--- config.mk ---
export PLATFORM = sky130hd
export DESIGN_NAME = ws2812_driver
export DESIGN_NICKNAME = d
export VERILOG_FILES = /design/src/rtl/ws2812_driver.sv
export SDC_FILE = /design/constraint.sdc
export NUM_CORES = 1
export LEC_CHECK = 0
export ABC_CLOCK_PERIOD_IN_PS = 5900
export CAP_MARGIN = 20
export CORE_MARGIN = 2
export CORE_UTILIZATION = 45
export DETAILED_ROUTE_END_ITERATION = 8
export PLACE_DENSITY = 0.65
export SYNTH_ARGS = -nofsm -noshare
export SYNTH_HDL_FRONTEND = slang
export SYNTH_SLANG_ARGS = --single-unit
export TNS_END_PERCENT = 30
--- constraint.sdc ---
create_clock -name clk -period 5.9 [get_ports clk]
set_input_delay 1.18 -clock clk [delete_from_list [all_inputs] [get_ports clk]]
set_output_delay 1.18 -clock clk [all_outputs]
set_load 0.005 [all_outputs]
--- src/rtl/ws2812_driver.sv ---
// ws2812_driver: serialises a G,R,B colour snapshot to a chain of WS2812 pixels.
// Optional WS2812_AUTO_REFRESH_EN: resend automatically whenever the live colour changes.
module ws2812_driver #(
  parameter int NUM_LEDS     = 1,
  parameter int BIT_CYCLES   = 13,
  parameter int T0H_CYCLES   = 4,
  parameter int T1H_CYCLES   = 8,
  parameter int RESET_CYCLES = 3000
) (
  input  logic       clk,
  input  logic       reset,
  input  logic [7:0] level0,
  input  logic [7:0] level1,
  input  logic [7:0] level2,
  input  logic       start,
  output logic       busy,
  output logic       dout
);

  localparam int TMAX = (BIT_CYCLES > RESET_CYCLES) ? BIT_CYCLES : RESET_CYCLES;
  localparam int TW   = $clog2(TMAX + 1);
  localparam int PW   = (NUM_LEDS > 1) ? $clog2(NUM_LEDS) : 1;

  localparam logic [TW-1:0] T_ONE  = TW'(1);
  localparam logic [TW-1:0] T_BIT  = TW'(BIT_CYCLES - 1);
  localparam logic [TW-1:0] T_RST  = TW'(RESET_CYCLES - 1);
  localparam logic [TW-1:0] T_0H   = TW'(T0H_CYCLES);
  localparam logic [TW-1:0] T_1H   = TW'(T1H_CYCLES);
  localparam logic [PW-1:0] P_LAST = PW'(NUM_LEDS - 1);
  localparam logic [PW-1:0] P_ONE  = PW'(1);

  typedef enum logic [1:0] {IDLE, BIT, LATCH} state_e;

  state_e        state_q, state_d;
  logic [23:0]   snap_q, snap_d;
  logic [23:0]   sh_q, sh_d;
  logic [4:0]    bit_q, bit_d;
  logic [PW-1:0] pix_q, pix_d;
  logic [TW-1:0] tmr_q, tmr_d;
  logic [TW-1:0] tmr_nx, th;
  logic          dout_q, dout_d;
  logic          busy_q, busy_d;
  logic [23:0]   live;
  logic          go;

  assign live = {level1, level0, level2};

`ifdef WS2812_AUTO_REFRESH_EN
  logic [23:0] last_q, last_d;

  assign go = start || (live != last_q);

  always_comb begin
    last_d = last_q;
    if (state_q == IDLE && go) last_d = live;
  end

  always_ff @(posedge clk or negedge reset) begin
    if (!reset) last_q <= '0;
    else        last_q <= last_d;
  end
`else
  assign go = start;
`endif

  always_comb begin
    state_d = state_q;
    snap_d  = snap_q;
    sh_d    = sh_q;
    bit_d   = bit_q;
    pix_d   = pix_q;
    tmr_d   = tmr_q;
    dout_d  = dout_q;
    busy_d  = busy_q;
    tmr_nx  = tmr_q + T_ONE;
    th      = sh_q[23] ? T_1H : T_0H;
    unique case (state_q)
      IDLE: begin
        if (go) begin
          snap_d  = live;
          sh_d    = live;
          bit_d   = '0;
          pix_d   = '0;
          tmr_d   = '0;
          dout_d  = 1'b1;
          busy_d  = 1'b1;
          state_d = BIT;
        end
      end
      BIT: begin
        if (tmr_q != T_BIT) begin
          tmr_d  = tmr_nx;
          // dout is registered, so decide the level of the next timer value
          dout_d = (tmr_nx < th);
        end else begin
          tmr_d = '0;
          if (bit_q == 5'd23) begin
            if (pix_q == P_LAST) begin
              dout_d  = 1'b0;
              state_d = LATCH;
            end else begin
              sh_d   = snap_q;
              bit_d  = '0;
              pix_d  = pix_q + P_ONE;
              dout_d = 1'b1;
            end
          end else begin
            sh_d   = {sh_q[22:0], 1'b0};
            bit_d  = bit_q + 5'd1;
            dout_d = 1'b1;
          end
        end
      end
      LATCH: begin
        if (tmr_q != T_RST) begin
          tmr_d = tmr_nx;
        end else begin
          tmr_d   = '0;
          busy_d  = 1'b0;
          state_d = IDLE;
        end
      end
      default: state_d = IDLE;
    endcase
  end

  always_ff @(posedge clk or negedge reset) begin
    if (!reset) begin
      state_q <= IDLE;
      snap_q  <= '0;
      sh_q    <= '0;
      bit_q   <= '0;
      pix_q   <= '0;
      tmr_q   <= '0;
      dout_q  <= 1'b0;
      busy_q  <= 1'b0;
    end else begin
      state_q <= state_d;
      snap_q  <= snap_d;
      sh_q    <= sh_d;
      bit_q   <= bit_d;
      pix_q   <= pix_d;
      tmr_q   <= tmr_d;
      dout_q  <= dout_d;
      busy_q  <= busy_d;
    end
  end

  assign dout = dout_q;
  assign busy = busy_q;

endmodule

==> flow_summary.toml <==
[floorplanning]
die_height_um = 94.3
die_area_um2 = 8890
core_area_um2 = 7810
io_pins = 29
initial_core_util_pct = 47.0
rows = 32
die_w_um = 94.3

[clock_tree]
cts_sinks = 69
path_clk_slew_ps = 80
clk_path_buf_depth = 2
clk_latency_ps = 350
cts_setup_buffers = 0
hold_buffers = 0
ctsResizeCount = 0
cts_tree = "done"
ctsHtreeMaxLevel = 3
cts_buffers = 9
clock-root-buffer = "clkbuf_8"

[route]
drc = 0
dr.pass1.iters = 6
antenna_left = 0
via_count = 2702
wl_per_cell_um = 14.1
wirelength_mm = 6.98
vias_per_cell = 5.45
drtIter0Drc = 106

[sta]
rsz0062_at_grt = "false"
final.setup.tns_ps = 0
slew_viol_final = 0
skew_ps = 10.0
fmax_mhz = 373
setup_violations = 0
max_slew_margin_pct = 40.6
finalCriticalPeriod_ps = 2680
final-hold-violation-count = 0
fin_crit_sh_pct = 45.4
worst_slew_pin_slew_ps = 892

[global_route]
grt_pass1_vias = 2597
grt_pass1_wl_mm = 12.2
grt_start_max_net_pins = 70
overflow = 0
grt_util_all_layers_pct = 17.6
antenna_found_initial = 0

[layout]
fillCellCount = 697
mostFrequentLayoutCell = "dfrtp_1"
mostFrequentLayoutCells = "dfrtp_1, nand2_1, o21ai_0, nor2_1"
nNetsFinal = 423
syn2layout_area_growth_pct = 13.5
insertedDiodeCount = 0
drive_above_1_share_pct = 13.7

[worst_setup_path]
cp_common_cell = "o21ai_0"
critPathMaxStageDelay_ps = 450
cp-end-kind = "flip-flop"
crit_chain = "clkdlybuf4s50_1 -> nand2b_1 -> o21ai_0 -> a21o_1 -> buf_4 -> o21ai_0"
crit_type = "in -> reg"
crit_slowest_cell = "clkdlybuf4s50_1"
start_kind = "input port"
cp_max_fo = 46
cp_top_family = "buffers and inverters"
crit_required_ps = 6110
path_buf_inv = 2
critPathArrivalTime_ps = 2890

[power]
power_frac_comb_pct = 36.5
leakage_nw = 1.96
power_w = 0.00173
seqPwrFrac_pct = 43.3
peakVddDrop_uv = 225
p_int_w = 0.00109
clkPwrFrac_pct = 20.2
swShare_pct = 36.8
p_per_area_nw_per_um2 = 416
p_sw_w = 0.000638

[yosys]
synth.distinct_cells = 53
synthArstFlopShare_pct = 100
ys_ff_latch = 69
syn_nets = 404
synth_flop_cell = "dfrtp_1"
synth_area_um2 = 3670
synth_edf_count = 0
yosys_warnings = 0
yosysSeqAreaShare_pct = 47.1
syn_avg_cell_area_um2 = 9.92
synth_cells = 370

[place]
place_hpwl_mm = 4.48
place_congestion = 0.835
port_buffers = 28

[worst_hold_path]
hold_path_class = "reg -> reg"

[run_status]
status = "finished clean"

[flow_run]
cap_violations = 0
-- worst min-delay path, cell delays in order, from the launching register on --
cell	delay (ps)
dfrtp_1	350
nand2_1	40
o21ai_0	60
-- routing by layer --
layer / track usage (%) / vias up / part of all wire [%]
li1: - / 1349 / -
met1: 22.8 / 1291 / 46
met2: 29.0 / 50 / 48
met3: 4.33 / 12 / 3.6
met4: 6.16 / 0 / 1.6
met5: 0 / - / 0
-- Yosys cell counts (2+ instances only) --
library cell / number / area (µm²)
a211oi_1: 2 / 15.0
nor3b_1: 4 / 30.0
a21o_1: 8 / 60.1
mux2_2: 26 / 293
buf_6: 2 / 22.5
ha_1: 7 / 87.6
a22o_1: 4 / 35.0
nor4b_4: 2 / 47.6
buf_2: 7 / 35.0
nand2b_1: 3 / 18.8
dfrtp_1: 69 / 1730
nand3_1: 10 / 50.1
nor3_1: 2 / 10.0
o22a_1: 3 / 26.3
clkbuf_1: 12 / 45.0
and3_1: 3 / 18.8
a21oi_1: 27 / 135
inv_1: 8 / 30.0
nor2_1: 28 / 105
mux2i_1: 23 / 230
o21ai_0: 37 / 185
xnor2_1: 3 / 26.3
nor4_1: 4 / 25.0
buf_1: 2 / 7.51
nand2_1: 43 / 161
nand4_1: 2 / 12.5
nor2b_1: 3 / 18.8
-- power by group through the flow --
| stage | Sequential [W] | Combinational, W | Clock (W) |
|---|---|---|---|
| after CTS | 0.000750 | 0.000645 | 0.000362 |
| after global routing | 0.000773 | 0.000737 | 0.000384 |
| after global placement | 0.000753 | 0.000622 | 0 |
| final | 0.000750 | 0.000632 | 0.000350 |
| after detailed placement | 0.000756 | 0.000645 | 0 |
| after floorplan | 0.000729 | 0.000526 | 0 |
-- final cells by class --
cell class                      count  area, µm²  share of cell area (%)
Tap cell                          102        128                    3.06
Multi-Input combinational cell    268       1790                    43.1
Timing Repair Buffer               32        305                    7.33
Inverter                            9       33.8                   0.811
Clock inverter                      5       36.3                   0.871
Sequential cell                    69       1730                    41.5
Clock buffer                       11        141                    3.39
-- path summary, 6_finish.rpt --
| check | from | endpoint | slack, ps | cells past startpoint |
|---|---|---|---|---|
| worst max-delay path | start | sh_q[10]$_DFFE_PN0P_ | 3220 | 6 |
| worst min-delay path | sh_q[19]$_DFFE_PN0P_ | sh_q[19]$_DFFE_PN0P_ | 490 | 2 |
| worst max register to register | state_q[1]$_DFFE_PN0P_ | tmr_q[7]$_DFFE_PN0P_ | 3230 | 7 |
| worst min register to register | sh_q[19]$_DFFE_PN0P_ | sh_q[19]$_DFFE_PN0P_ | 490 | 2 |
| max in group asynchronous | reset | snap_q[1]$_DFFE_PN0P_ | 4280 | 2 |
| min in group asynchronous | reset | tmr_q[8]$_DFFE_PN0P_ | 1000 | 2 |
-- sequential cells by signal (all words and copies together) (netlist names) --
register / cells
bit_q: 5
busy: 1
dout: 1
sh_q: 24
snap_q: 24
state_q: 2
tmr_q: 12
-- stage by stage --
step	area (µm²)	setup WS (ps)	instances	hold WS (ps)	util (%)
global placement	3990	2920	480	464	51.1
global route	4170	2950	496	510	53.3
floorplan	3670	3530	370	450	-
detailed placement	3990	2840	480	473	51.1
CTS	4170	3180	496	491	53.3
finish	4170	3220	496	486	53.3
-- cell families after synthesis --
family	Yosys count	synth area share (%)
xor gates and xnor gates	4	0.955
buffers and inverters	33	4.06
and+or+nand+nor	115	16.2
muxes	49	14.3
DFF	69	47.1
AOI/OAI and AO/OA	93	15.1
adders and majority gates	7	2.39
Power figures use the tool's default switching activity.
